**config.mk**
```make
export PLATFORM = sky130hd
export DESIGN_NAME = gpio_bank_ctrl
export DESIGN_NICKNAME = d
export VERILOG_FILES = /design/src/rtl/gpio_bank_pkg.sv /design/src/rtl/gpio_edge_sync.sv /design/src/rtl/gpio_bank_ctrl.sv
export SDC_FILE = /design/constraint.sdc
export NUM_CORES = 1
export LEC_CHECK = 0
export CORE_MARGIN = 8
export CORE_UTILIZATION = 34
export CTS_CLUSTER_DIAMETER = 40
export DETAILED_ROUTE_END_ITERATION = 8
export GPL_TIMING_DRIVEN = 1
export SKIP_LAST_GASP = 1
export SLEW_MARGIN = 20
export SYNTH_ARGS = -nofsm -noshare
export SYNTH_HDL_FRONTEND = slang
export SYNTH_SLANG_ARGS = --single-unit
```
**constraint.sdc**
```tcl
create_clock -name clk -period 11 [get_ports clk]
set_clock_uncertainty 0.2 [all_clocks]
set_input_delay 1.65 -clock clk [delete_from_list [all_inputs] [get_ports clk]]
set_output_delay 1.65 -clock clk [all_outputs]
set_load 0.01 [all_outputs]
```
**src/rtl/gpio_bank_pkg.sv**
```systemverilog
// rtl/gpio_bank_pkg.sv - register offsets and address-decode constants for gpio_bank_ctrl
package gpio_bank_pkg;

  // Word offset within a port window, taken from A[4:2]
  typedef enum logic [2:0] {
    REG_OUT     = 3'd0,
    REG_DIR,
    REG_IN,
    REG_RISE_EN,
    REG_FALL_EN,
    REG_STAT
  } gpio_reg_e;

  // Byte distance between consecutive port windows
  localparam logic [31:0] PORT_STRIDE = 32'h20;

  // Address bits compared against the base to select the block
  localparam int ADDR_SEL_MSB = 31;
  localparam int ADDR_SEL_LSB = 8;

endpackage

```
**src/rtl/gpio_edge_sync.sv**
```systemverilog
// rtl/gpio_edge_sync.sv - per-port input synchroniser, optional debounce (GPIO_DEBOUNCE_EN) and edge detect
module gpio_edge_sync #(
  parameter int WIDTH           = 8,
  parameter int DEBOUNCE_CYCLES = 4
) (
  input  logic             clk,
  input  logic             rst,
  input  logic [WIDTH-1:0] pinIn,
  output logic [WIDTH-1:0] filt,
  output logic [WIDTH-1:0] rise,
  output logic [WIDTH-1:0] fall
);

  logic [WIDTH-1:0] sync0;
  logic [WIDTH-1:0] sync1;
  logic [WIDTH-1:0] filtNext;

  // Two-flop synchroniser for the asynchronous pad inputs
  always_ff @(posedge clk or posedge rst) begin
    if (rst) begin
      sync0 <= '0;
      sync1 <= '0;
    end else begin
      sync0 <= pinIn;
      sync1 <= sync0;
    end
  end

`ifdef GPIO_DEBOUNCE_EN
  logic [7:0] stableCnt [WIDTH];

  // Accept the synchronised level once it has differed from filt long enough
  always_comb begin
    filtNext = filt;
    for (int i = 0; i < WIDTH; i++) begin
      if ((sync1[i] != filt[i]) && (stableCnt[i] == 8'(DEBOUNCE_CYCLES - 1))) begin
        filtNext[i] = sync1[i];
      end
    end
  end

  // Count consecutive edges of disagreement; any agreement restarts the count
  always_ff @(posedge clk or posedge rst) begin
    if (rst) begin
      for (int i = 0; i < WIDTH; i++) begin
        stableCnt[i] <= '0;
      end
    end else begin
      for (int i = 0; i < WIDTH; i++) begin
        if ((sync1[i] == filt[i]) || (filtNext[i] != filt[i])) begin
          stableCnt[i] <= '0;
        end else begin
          stableCnt[i] <= stableCnt[i] + 8'd1;
        end
      end
    end
  end
`else
  logic unusedCfg;
  assign unusedCfg = |8'(DEBOUNCE_CYCLES);

  // Without debounce the filtered level is simply the synchroniser output one edge later
  always_comb begin
    filtNext = sync1;
  end
`endif

  // Filtered level; its current value is the previous sample the edges are judged against
  always_ff @(posedge clk or posedge rst) begin
    if (rst) begin
      filt <= '0;
    end else begin
      filt <= filtNext;
    end
  end

  // Edges are reported for the level being loaded so STAT sets on the same edge IN changes
  assign rise = filtNext & ~filt;
  assign fall = ~filtNext & filt;

endmodule

```
**src/rtl/gpio_bank_ctrl.sv**
```systemverilog
// rtl/gpio_bank_ctrl.sv - multi-port GPIO register bank with edge-capture irq; GPIO_DEBOUNCE_EN adds input debounce
module gpio_bank_ctrl #(
  parameter int          NUM_PORTS       = 4,
  parameter int          PORT_WIDTH      = 8,
  parameter logic [31:0] BASE_ADDR       = 32'h1001_0000,
  parameter int          DEBOUNCE_CYCLES = 4
) (
  input  logic                            clk,
  input  logic                            rst,
  input  logic                            re,
  input  logic                            we,
  input  logic [31:0]                     A,
  input  logic [31:0]                     WD,
  output logic [31:0]                     RD,
  input  logic [NUM_PORTS*PORT_WIDTH-1:0] gpio_in,
  output logic [NUM_PORTS*PORT_WIDTH-1:0] gpio_out,
  output logic [NUM_PORTS*PORT_WIDTH-1:0] gpio_oe,
  output logic                            irq
);

  import gpio_bank_pkg::*;

  localparam int PORT_LSB = $clog2(PORT_STRIDE);
  localparam int TOTAL    = NUM_PORTS * PORT_WIDTH;

  logic                  sel;
  logic [2:0]            portIdx;
  logic [2:0]            offset;
  logic [TOTAL-1:0]      outFlat;
  logic [TOTAL-1:0]      dirFlat;
  logic [TOTAL-1:0]      riseEnFlat;
  logic [TOTAL-1:0]      fallEnFlat;
  logic [TOTAL-1:0]      statFlat;
  logic [TOTAL-1:0]      inFlat;
  logic [TOTAL-1:0]      riseFlat;
  logic [TOTAL-1:0]      fallFlat;
  logic [PORT_WIDTH-1:0] portData;
  logic [31:0]           readWord;
  logic                  unusedBits;

  assign sel        = (A[ADDR_SEL_MSB:ADDR_SEL_LSB] == BASE_ADDR[ADDR_SEL_MSB:ADDR_SEL_LSB]);
  assign portIdx    = A[PORT_LSB +: 3];
  assign offset     = A[4:2];
  assign unusedBits = ^{A[1:0], WD};

  genvar p;
  generate
    for (p = 0; p < NUM_PORTS; p++) begin : gPort
      logic                  hit;
      logic [PORT_WIDTH-1:0] w1c;
      logic [PORT_WIDTH-1:0] outQ;
      logic [PORT_WIDTH-1:0] dirQ;
      logic [PORT_WIDTH-1:0] riseEnQ;
      logic [PORT_WIDTH-1:0] fallEnQ;
      logic [PORT_WIDTH-1:0] statQ;

      assign hit = sel && (portIdx == 3'(p));
      assign w1c = (we && hit && (offset == REG_STAT)) ? WD[PORT_WIDTH-1:0] : '0;

      gpio_edge_sync #(
        .WIDTH          (PORT_WIDTH),
        .DEBOUNCE_CYCLES(DEBOUNCE_CYCLES)
      ) uSync (
        .clk  (clk),
        .rst  (rst),
        .pinIn(gpio_in[p*PORT_WIDTH +: PORT_WIDTH]),
        .filt (inFlat[p*PORT_WIDTH +: PORT_WIDTH]),
        .rise (riseFlat[p*PORT_WIDTH +: PORT_WIDTH]),
        .fall (fallFlat[p*PORT_WIDTH +: PORT_WIDTH])
      );

      // Port register file; STAT capture uses the enables in force before this edge's write
      always_ff @(posedge clk or posedge rst) begin
        if (rst) begin
          outQ    <= '0;
          dirQ    <= '0;
          riseEnQ <= '0;
          fallEnQ <= '0;
          statQ   <= '0;
        end else begin
          if (we && hit) begin
            case (offset)
              REG_OUT:     outQ    <= WD[PORT_WIDTH-1:0];
              REG_DIR:     dirQ    <= WD[PORT_WIDTH-1:0];
              REG_RISE_EN: riseEnQ <= WD[PORT_WIDTH-1:0];
              REG_FALL_EN: fallEnQ <= WD[PORT_WIDTH-1:0];
              default:     ;
            endcase
          end
          statQ <= (statQ & ~w1c)
                 | (riseFlat[p*PORT_WIDTH +: PORT_WIDTH] & riseEnQ)
                 | (fallFlat[p*PORT_WIDTH +: PORT_WIDTH] & fallEnQ);
        end
      end

      assign outFlat[p*PORT_WIDTH +: PORT_WIDTH]    = outQ;
      assign dirFlat[p*PORT_WIDTH +: PORT_WIDTH]    = dirQ;
      assign riseEnFlat[p*PORT_WIDTH +: PORT_WIDTH] = riseEnQ;
      assign fallEnFlat[p*PORT_WIDTH +: PORT_WIDTH] = fallEnQ;
      assign statFlat[p*PORT_WIDTH +: PORT_WIDTH]   = statQ;
    end
  endgenerate

  // Read mux over current register values; absent ports and reserved offsets read 0
  always_comb begin
    portData = '0;
    readWord = '0;
    for (int i = 0; i < NUM_PORTS; i++) begin
      if (portIdx == 3'(i)) begin
        case (offset)
          REG_OUT:     portData = outFlat[i*PORT_WIDTH +: PORT_WIDTH];
          REG_DIR:     portData = dirFlat[i*PORT_WIDTH +: PORT_WIDTH];
          REG_IN:      portData = inFlat[i*PORT_WIDTH +: PORT_WIDTH];
          REG_RISE_EN: portData = riseEnFlat[i*PORT_WIDTH +: PORT_WIDTH];
          REG_FALL_EN: portData = fallEnFlat[i*PORT_WIDTH +: PORT_WIDTH];
          REG_STAT:    portData = statFlat[i*PORT_WIDTH +: PORT_WIDTH];
          default:     portData = '0;
        endcase
      end
    end
    if (sel) begin
      readWord[PORT_WIDTH-1:0] = portData;
    end
  end

  // Registered read data, held between reads
  always_ff @(posedge clk or posedge rst) begin
    if (rst) begin
      RD <= '0;
    end else if (re) begin
      RD <= readWord;
    end
  end

  assign gpio_out = outFlat;
  assign gpio_oe  = dirFlat;
  assign irq      = |statFlat;

endmodule
```
Yosys cells after proc, flatten, opt, wreduce, memory -nomap -nowiden
Index checks and enable logic that the tools add are counted.
{"block": "word_totals", "register_bits": 264, "out_inout_bits": 97, "wordCells": 126}
{"block": "classes", "eq_ne": 9, "mux": 13, "n_bitwise": 40, "reduce_logical": 31}
{"operator": "8-bit case mux with 6 select lines", "n": 4}
{"operator": "8-bit AND", "n": 20}
{"operator": "8-bit NOT", "n": 12}
{"operator": "8-bit two-way mux", "n": 9}
{"operator": "8-bit bitwise OR", "n": 8}
{"operator": "2-bit AND reduction", "n": 16}
{"operator": "32-bit OR reduction", "n": 1}
{"operator": "24-bit by 21-bit equality test with 1-bit output (second input constant)", "n": 1}
{"operator": "3-bit by 2-bit equality test with 1-bit output (second input constant)", "n": 4}
{"operator": "1-bit logical AND", "n": 12}
{"operator": "3-bit by 1-bit equality test with 1-bit output (second input constant)", "n": 2}
{"operator": "3-bit equality test (second input constant)", "n": 2}
{"operator": "3-bit logical NOT", "n": 2}

Logic depth before layout (Yosys ltp)
Gate-level depths: netlist of run 1.
{"block": "logic_depth", "word_depth": 9, "mapped_depth": 9}

Hierarchy
From an unflattened synthesis of run 1, not the netlist that was laid out.
{"block": "unflattened", "cells_unflattened": 889, "hier_area_um2": 12358.1}
{"mod": "gpio_bank_ctrl", "instances": 1, "cells_each": 725, "area_each_um2": 9380.2, "seq_area_each_um2": 4204.0}
{"mod": "gpio_edge_sync", "instances": 4, "cells_each": 41, "area_each_um2": 744.5, "seq_area_each_um2": 600.6}

Worst setup path before layout of run 1
OpenSTA, ideal clock, no wires.
{"block": "synth_path", "path_type": "input port to flip-flop", "startpoint": "input A[27]", "endpoint": "register gPort[1].dirQ[0]", "setup_time_ns": 0.125, "arrival_time_ns": 3.365, "required_ns": 10.675, "setup_slack_ns": 7.310, "path_stages": 5, "path_cell_list": "nor4b_1 > nand4_1 > or3_1 > nor3_4 > mux2_2"}
{"block": "synth_between", "elab_chain_len": 4}
{"item": "start: declaration", "line": "gpio_bank_ctrl.sv:12", "rtl": "input logic [31:0] A,"}
{"item": "24-bit by 21-bit equality test with 1-bit output", "line": "gpio_bank_ctrl.sv:41", "rtl": "assign sel = (A[ADDR_SEL_MSB:ADDR_SEL_LSB] == BASE_ADDR[ADDR_SEL_MSB:ADDR_SEL_LSB]);"}
{"item": "1-bit logical AND", "line": "gpio_bank_ctrl.sv:57", "rtl": "assign hit = sel && (portIdx == 3'(p));"}
{"item": "1-bit logical AND", "line": "gpio_bank_ctrl.sv:81", "rtl": "if (we && hit) begin"}
{"item": "2-bit AND reduction (no line)"}
{"item": "end signal: assignment", "line": "gpio_bank_ctrl.sv:84", "rtl": "REG_DIR: dirQ <= WD[PORT_WIDTH-1:0];"}
{"item": "end: declaration", "line": "gpio_bank_ctrl.sv:52", "rtl": "logic [PORT_WIDTH-1:0] dirQ;"}
No other way between the ends.
A chain may end at the register's enable or synchronous reset.

Final worst setup path of run 1
{"block": "layout_path", "startpoint": "input A[2]", "endpoint": "register gPort[3].dirQ[4]"}
{"block": "layout_between", "elab_chain_len": 2}
{"item": "3-bit by 1-bit equality test with 1-bit output", "line": "gpio_bank_ctrl.sv:82", "rtl": "case (offset)"}
{"item": "2-bit AND reduction (no line)"}
{"item": "end signal: assignment", "line": "gpio_bank_ctrl.sv:84"}
{"item": "end: declaration", "line": "gpio_bank_ctrl.sv:52"}
No other way between the ends.

==> flow_summary.ini, run 1 <==
[critical_path]
critPathMaxStageDelay_ns = 0.75
worstPathRequired_ns = 11.18
worstReg2RegEnd = RD[4]
cp_max_fo = 32
critPathKind = input port to flop
crit_chain = buf_2 -> buf_4 -> nand2b_1 -> nor2_1 -> nand4_1 -> mux2_2
setup.worst_path.start = A[2]
crit_path_top_delay_cell = nand4_1
path_buf_inv = 2
worst_ep_arrival_time_ns = 4.90
r2r_cells = 4
end_kind = flop
r2r_slack_ns = 9.03
start_kind = input port
reg2reg_from = gPort[0].statQ[4]
cp_top_family = simple AND/OR/NAND/NOR gates

[logic_synthesis]
syn_area_sq_um = 11500
ys_warn_count = 0
ys_seq_elements = 264
ys_types = 54
synth_edf_count = 0
yosysSeqAreaShare_pct = 57.6
yosysTopAreaCellShare_pct = 57.6
synth_area_leader_cell = dfrtp_1
synth_cells = 920
ys.flop_type = dfrtp_1
synth-async-reset-ratio_pct = 100
synth_area_leaders = dfrtp_1 58%, mux2_2 15%, nand2_1 3.2%
avgSynthCellArea_sq_um = 12.5

[clock_network]
path_clk_slew_ns = 0.05
cts_tree = yes
root_buffer = clkbuf_16
max-clock-path-buffers = 3
cts_sinks = 264
cts_made_buffers = 41
h-tree-depth = 2
cts.repair.resized = 0
ctsHoldBuffers = 0
clock_latency_ns = 0.51
post_cts_buffers = 0

[floorplanning]
row_count = 67
die_w_um = 200
die_height_um = 200
fp.coreArea_sq_um = 33400
start_util_pct = 34.3
dieArea_sq_um = 39800
ioPinCount = 197

[power_and_ir_drop]
p_total_mw = 2.45
p_leak_nw = 6.53
ir_drop_mv = 0.0909
cellPowerDensity_nw_per_um2 = 167

[route]
postRouteWirelength_um = 35200
wl_per_cell_um = 22.9
dr_total_vias = 8137
drc = 0
first_pass_iters = 5
ant_nets = 0
routed_via_density = 5.28
drt_iter0_drc = 526

[sta]
timing.fmax_mhz = 212
final_max_slew_viol_count = 0
fin_crit_ns = 4.72
rsz0062_at_grt = no
max_slew_margin_pct = 26.9
hold_viol = 0
setup_viol = 0
tightest_slew_ns = 1.09
period_share_pct = 42.9
final.setup.tns_ns = 0

[finish]
seq_area_sq_um = 6610
multi_input_area_sq_um = 4530
layout-drive-gt1-share_pct = 23.6
num-nets-final = 1167
area_growth_pct = 28.2
antenna_cells = 0
n_fill_cell = 3148

[min_path]
min_from = gPort[3].uSync.sync0[5]
hp-class = flop to flop
whs_endpoint = gPort[3].uSync.filtNext[5]
whs_path_depth = 0

[placement]
io_buffers = 146
place_congestion = 0.819
hpwl_um = 23700

[global_routing]
grt_usage_pct = 17.6
grt_pass1_wl_um = 52700
grt_pass1_vias = 8325
grt_antenna_before_repair = 2
grt_max_degree = 137
overflow = 0

[outcome]
status = complete, no violations

[job]
maxCapViolations = 0
[synthesized netlist by cell type (15+ instances only)]
cell type and number:
nand2_1 99, o211ai_1 19, o21ai_0 34, dfrtp_1 264, clkbuf_1 35, buf_2 15
buf_4 24, mux2_2 148, nor2_1 24, mux2i_1 30, a21o_1 17, a21oi_1 27
nand3b_1 34
[final cells by class]
type                            count  area share [%]
Sequential cell                   264            45.0
Tap cell                          448            3.82
Clock buffer                       43            7.17
Multi-Input combinational cell    595            30.8
Inverter                            7           0.230
Timing Repair Buffer              158            10.6
Clock inverter                     26            2.35
[power by group]
part / internal, mW / total, mW / leakage (nW) / switching (mW)
Combinational: 0.0465 / 0.126 / 2.48 / 0.0795
Clock: 0.845 / 1.32 / 0.669 / 0.478
Sequential: 0.991 / 1.00 / 3.38 / 0.0125
Total: 1.88 / 2.45 / 6.53 / 0.570
[sequential cells by signal, summed over array words and instances, names as in the netlist]
signal,count
gPort.dirQ,32
gPort.fallEnQ,32
gPort.uSync.filtNext,32
gPort.riseEnQ,32
gPort.statQ,32
gPort.outQ,32
RD,8
gPort.uSync.filt,32
gPort.uSync.sync0,32
[metal layers]
| metal | vias up | routed length [um] | part of all wire [%] | GRT usage [%] |
|---|---|---|---|---|
| met2 | 343 | 15900 | 45 | 27.2 |
| met3 | 68 | 2980 | 8.5 | 4.82 |
| li1 | 3615 | - | - | - |
| met5 | - | 26 | 0.074 | 0 |
| met4 | 4 | 1170 | 3.3 | 6.21 |
| met1 | 4107 | 15200 | 43 | 23.5 |
[kinds of logic after synthesis]
family | count (synthesis) | synth area share (%)
compound gates | 164 | 9.70
buf+inv | 84 | 3.70
flops | 264 | 57.6
mux | 184 | 18.3
other cells | 1 | 0.0327
simple gates | 223 | 10.6
[cell usage in the layout (no fill, tap or decap), drive strengths merged, types with 2 or more instances in the layout]
cell type	n
nand2b	2
mux2i	30
mux2	148
o22ai	2
clkbuf	43
nor4b	2
a211oi	2
inv	14
nor3	6
o21ai	34
a221oi	9
nor2	30
a221o	5
clkinv	7
a22oi	13
nor2b	7
and4	2
o221ai	8
a21boi	4
mux4	6
conb	24
nand3b	34
o211ai	19
clkinvlp	6
or3	2
nand2	99
clkdlybuf4s50	144
o2111ai	3
a21oi	27
nand4	10
nand3	8
nor3b	2
nor4	15
buf	14
o2bb2ai	2
a21o	17
bufinv	6
dfrtp	264
a31oi	13
and2	2
[worst max path at each step]
stage	to	slack [ns]	cells past startpoint
5_1_grt	gPort[2].fallEnQ[3]	6.22	7
2_1_floorplan	RD[0]	1.88	1
3_3_place_gp	gPort[0].outQ[1]	5.69	7
6_report	gPort[3].dirQ[4]	6.28	6
3_5_place_dp	gPort[0].outQ[3]	5.60	7
4_1_cts	gPort[0].outQ[2]	6.13	7
[worst reg2reg max path: stages, from the launching register on]
cell and delay [ns]:
dfrtp_1 0.41, mux4_2 0.48, a221o_1 0.37, a21oi_1 0.22
o22ai_1 0.13
[through the flow]
| stage | hold WS [ns] | util [%] | worst slack (ns) | cell area, sq um | instances |
|---|---|---|---|---|---|
| final | 0.143 | 44.0 | 6.28 | 14700 | 1541 |
| after global routing | 0.149 | 44.0 | 6.22 | 14700 | 1541 |
| after CTS | 0.147 | 43.9 | 6.13 | 14700 | 1540 |
| after detailed placement | 0.136 | 39.7 | 5.60 | 13300 | 1471 |
| after global placement | 0.133 | 39.7 | 5.69 | 13300 | 1471 |
| after floorplan | 0.131 | - | 1.88 | 11500 | 943 |
Power figures use the tool's default switching activity.
==> inputs of run 2 (changes only) <==
clock period = 4.4 ns   (was 11 ns; I/O delays follow)
==> run 2 against run 1 <==
Final area is 2.1% higher. Sequential share of layout area fell by 0.92 points. Setup slack got worse by 5.3 ns. Combinational power increased to 2.6 times the previous value. Worst hold slack hardly changed. Non-clock buffer count grew 30. Die area did not move. Via count up 2.2%. Register-to-register slack worse by 6.7 ns. Sequential power grew to 2.5 times the previous value. Critical path depth is 2 lower.
==> flow_summary.ini, run 2 (synthesis gave the netlist of run 1 again) <==
[outcome]
status = complete, no violations

[sta]
hold_ws_ns = 0.144
final.setup.tns_ns = 0
timing.fmax_mhz = 291
setup_viol = 0
tightest_slew_ns = 1.08
final_max_slew_viol_count = 0
rsz0062_at_grt = no
hold_viol = 0
period_share_pct = 78.0
max_slew_margin_pct = 27.8
fin_crit_ns = 3.43

[power_and_ir_drop]
power_switching_mw = 1.44
p_int_mw = 4.84
cellPowerDensity_nw_per_um2 = 419
p_leak_nw = 6.73
ir_drop_mv = 0.234
sw_frac_of_total_pct = 22.9
pwr-share-clk_pct = 54.8
comb_power_share_pct = 5.2
pwr-share-seq_pct = 39.9

[route]
routed_via_density = 5.27
ant_nets = 0
wl_per_cell_um = 22.5
dr_total_vias = 8320
first_pass_iters = 5
postRouteWirelength_um = 35500
drt_iter0_drc = 617
drc = 0

[finish]
final_common_cell = dfrtp_1
multi_input_area_sq_um = 4520
num-nets-final = 1197
layout-drive-gt1-share_pct = 25.5
final_cell_mix = 264 x dfrtp_1, 148 x mux2_2, 144 x clkdlybuf4s50_1
antenna_cells = 0
n_fill_cell = 3168
seq_area_sq_um = 6610
area_growth_pct = 30.8

[global_routing]
grt_max_degree = 69
grt_usage_pct = 18.0
grt_pass1_wl_um = 54300
grt_antenna_before_repair = 3
overflow = 0
grt_pass1_vias = 8570

[floorplanning]
start_util_pct = 34.3
die_height_um = 200
row_count = 67
fp.coreArea_sq_um = 33400
ioPinCount = 197
die_w_um = 200
dieArea_sq_um = 39800

[placement]
place_congestion = 0.878
io_buffers = 146
hpwl_um = 25000

[critical_path]
worstReg2RegEnd = RD[4]
worst_ep_arrival_time_ns = 2.57
r2r_cells = 4
end_kind = primary output
worstPathRequired_ns = 3.54
setup.worst_path.start = gPort[1].statQ[7]
cp_max_fo = 3
endpoint = irq
start_kind = flop
critPathKind = flop to primary output
reg2reg_from = gPort[0].statQ[4]
r2r_slack_ns = 2.36

[clock_network]
root_buffer = clkbuf_16
path_clk_slew_ns = 0.05
clock_latency_ns = 0.53
ctsHoldBuffers = 0
cts_sinks = 264
max-clock-path-buffers = 3
cts.repair.resized = 0
cts_made_buffers = 41
cts_tree = yes
post_cts_buffers = 0
h-tree-depth = 2

[min_path]
hp-class = flop to flop

[job]
maxCapViolations = 0
-- run 2: cell types whose count changed in the layout (fill, tap and decap cells not counted), sizes merged --
| cell | previous run | this run |
|---|---|---|
| buf | 14 | 44 |
| bufinv | 6 | 8 |
| inv | 14 | 11 |
| clkbuf | 43 | 47 |
| clkinvlp | 6 | 7 |
| clkinv | 7 | 10 |
-- run 2: final cells by class --
class                           instances  area share (%)
Sequential cell                       264            44.1
Clock inverter                         29            2.72
Timing Repair Buffer                  188            12.0
Tap cell                              448            3.74
Inverter                                7           0.200
Clock buffer                           47            7.13
Multi-Input combinational cell        595            30.1
-- run 2: stage by stage --
stage	cells	utilization, %	setup WS (ns)	total power, mW	area [sq um]
global placement	1502	40.5	0.765	2.87	13500
CTS	1578	44.9	0.954	6.35	15000
floorplan	943	-	0.0565	2.73	11500
finish	1578	44.9	0.969	6.28	15000
detailed placement	1502	40.5	0.727	2.88	13500
global route	1578	44.9	0.971	6.49	15000
-- run 2: critical path: stages, from the launching register on --
cell and delay, ns:
dfrtp_1 0.42, nor4_1 0.57, nand4_1 0.18, or2_2 0.37, clkdlybuf4s50_1 0.50
-- run 2: metal layers --
metal / track usage, % / share of wire (%) / routed length (um) / up-vias
met2: 28.0 / 46 / 16300 / 316
li1: - / - / - / 3688
met4: 6.19 / 2.9 / 1020 / 6
met1: 24.3 / 43 / 15200 / 4234
met5: 0 / 0.11 / 38 / -
met3: 4.34 / 8.5 / 3010 / 76
-- run 2: power by group through the flow --
stage / Clock, mW / Combinational (mW) / Sequential [mW]
floorplan: 0 / 0.186 / 2.54
global placement: 0 / 0.326 / 2.55
detailed placement: 0 / 0.328 / 2.55
CTS: 3.51 / 0.330 / 2.51
global route: 3.62 / 0.357 / 2.51
finish: 3.45 / 0.329 / 2.51
-- run 2: worst min path at each step --
stage	slack, ns	endpoint	depth (start not counted)	start
2_1_floorplan	0.13	gPort[0].uSync.filtNext[0]	0	gPort[0].uSync.sync0[0]
3_3_place_gp	0.13	gPort[0].uSync.filtNext[1]	0	gPort[0].uSync.sync0[1]
3_5_place_dp	0.13	gPort[3].uSync.filtNext[1]	0	gPort[3].uSync.sync0[1]
4_1_cts	0.15	gPort[3].uSync.filtNext[1]	0	gPort[3].uSync.sync0[1]
5_1_grt	0.15	gPort[0].uSync.filtNext[5]	0	gPort[0].uSync.sync0[5]
6_report	0.14	gPort[1].uSync.filtNext[5]	0	gPort[1].uSync.sync0[5]
==> inputs of run 3 (changes only) <==
clock period = 3.5 ns   (was 4.4 ns; I/O delays follow)
==> run 3 against run 2 <==
Die area is the same. Routed wire length grew 1.3%. Sequential share of layout area shrank 0.54 points. Critical endpoint unchanged. Sequential power grew 25%. Non-clock buffer count grew 24. Final area grew 1.2%. Total power grew 22%. Utilization grew 0.56 points.
==> flow_summary.ini, run 3 (synthesis gave the netlist of run 1 again) <==
[global_routing]
grt_pass1_wl_um = 54600
grt_antenna_before_repair = 2
grt_usage_pct = 18.2
overflow = 0
grt_max_degree = 62
grt_pass1_vias = 8755

[clock_network]
cts.repair.resized = 0
max-clock-path-buffers = 3
root_buffer = clkbuf_16
cts_sinks = 264
post_cts_buffers = 0
path_clk_slew_ns = 0.06
clock_latency_ns = 0.54
h-tree-depth = 2
cts_tree = yes
ctsHoldBuffers = 0
cts_made_buffers = 41

[sta]
fin_crit_ns = 3.25
hold_viol = 0
rsz0062_at_grt = no
final_max_slew_viol_count = 0
period_share_pct = 92.9
setup_viol = 0
timing.fmax_mhz = 307
max_slew_margin_pct = 29.9
tightest_slew_ns = 1.05
hold_ws_ns = 0.140

[route]
postRouteWirelength_um = 36000
drt_iter0_drc = 647
ant_nets = 0
wl_per_cell_um = 22.5
drc = 0
first_pass_iters = 5
dr_total_vias = 8370
routed_via_density = 5.23

[finish]
final_cell_mix = 264 x dfrtp_1, 148 x mux2_2, 144 x clkdlybuf4s50_1
n_fill_cell = 3096
final_area_sq_um = 15200
layout-drive-gt1-share_pct = 27.1
num-nets-final = 1221
antenna_cells = 0
final_common_cell = dfrtp_1
area_growth_pct = 32.5

[floorplanning]
die_height_um = 200
dieArea_sq_um = 39800
start_util_pct = 34.3
ioPinCount = 197
die_w_um = 200
row_count = 67
fp.coreArea_sq_um = 33400

[critical_path]
critPathMaxStageDelay_ns = 0.54
end_kind = primary output
crit_chain = nor4_1 -> nand4_1 -> or2_2 -> clkdlybuf4s50_1
critPathKind = flop to primary output
path_buf_inv = 1
start_kind = flop
worst_ep_arrival_time_ns = 2.53
cp_max_fo = 3
worstPathRequired_ns = 2.77
crit_path_top_delay_cell = nor4_1
cp_top_family = simple AND/OR/NAND/NOR gates

[outcome]
status = complete, no violations

[power_and_ir_drop]
p_leak_nw = 6.84
cellPowerDensity_nw_per_um2 = 507
ir_drop_mv = 0.277

[placement]
io_buffers = 146
place_congestion = 0.891
hpwl_um = 25400
place_area_sq_um = 13800

[min_path]
hp-class = flop to flop

[job]
maxCapViolations = 0
==> run 3: cell count changes in the layout (fill, tap and decap cells not counted), sizes merged <==
cell      previous run  this run
buf                 44        68
bufinv               8         3
clkbuf              47        50
clkinv              10         8
clkinvlp             7         8
inv                 11        13
==> run 3: report_power, final <==
part,switching [mW],internal (mW)
combinational,0.257,0.178
clock,1.52,2.58
sequential,0.0387,3.11
==> run 3: final cells by class <==
type | count | area [sq um] | area share (%)
well taps | 448 | 561 | 3.69
clock buffers | 50 | 1140 | 7.53
inverters | 7 | 30.0 | 0.198
clock inverters | 25 | 265 | 1.75
multi-input cells | 595 | 4520 | 29.7
flip-flops and latches | 264 | 6610 | 43.5
repair buffers | 212 | 2060 | 13.6
==> run 3: final timing paths <==
path                                    startpoint                         end  slack (ns)  cells after the start
max in group asynchronous                      rst     gPort[2].uSync.sync0[1]        1.92                      4
min in group asynchronous                      rst  gPort[3].uSync.filtNext[2]        0.19                      2
max                              gPort[1].statQ[7]                         irq        0.25                      4
max reg2reg                      gPort[3].statQ[1]                       RD[1]        1.56                      4
min reg2reg                gPort[0].uSync.sync0[2]  gPort[0].uSync.filtNext[2]        0.14                      0
min                        gPort[0].uSync.sync0[2]  gPort[0].uSync.filtNext[2]        0.14                      0
==> run 3: per-stage QoR <==
step           total power, mW  cells  worst slack, ns  util, %  TNS [ns]
6_report                  7.69   1601            0.247     45.5         0
5_1_grt                   7.96   1601            0.192     45.5         0
3_5_place_dp              3.64   1526            0.301     41.3         0
3_3_place_gp              3.64   1526            0.304     41.3         0
4_1_cts                   7.77   1601            0.189     45.5         0
2_1_floorplan             3.43    943           -0.709        -   -187.05
==> run 3: routing by layer <==
layer / vias to the layer above / GRT usage (%) / share of wire [%] / wire length, um
met5: - / 0 / 0.075 / 27
met4: 4 / 7.93 / 3.8 / 1360
met3: 88 / 4.65 / 7.7 / 2760
met2: 315 / 27.4 / 45 / 16100
met1: 4224 / 24.5 / 44 / 15800
li1: 3739 / - / - / -
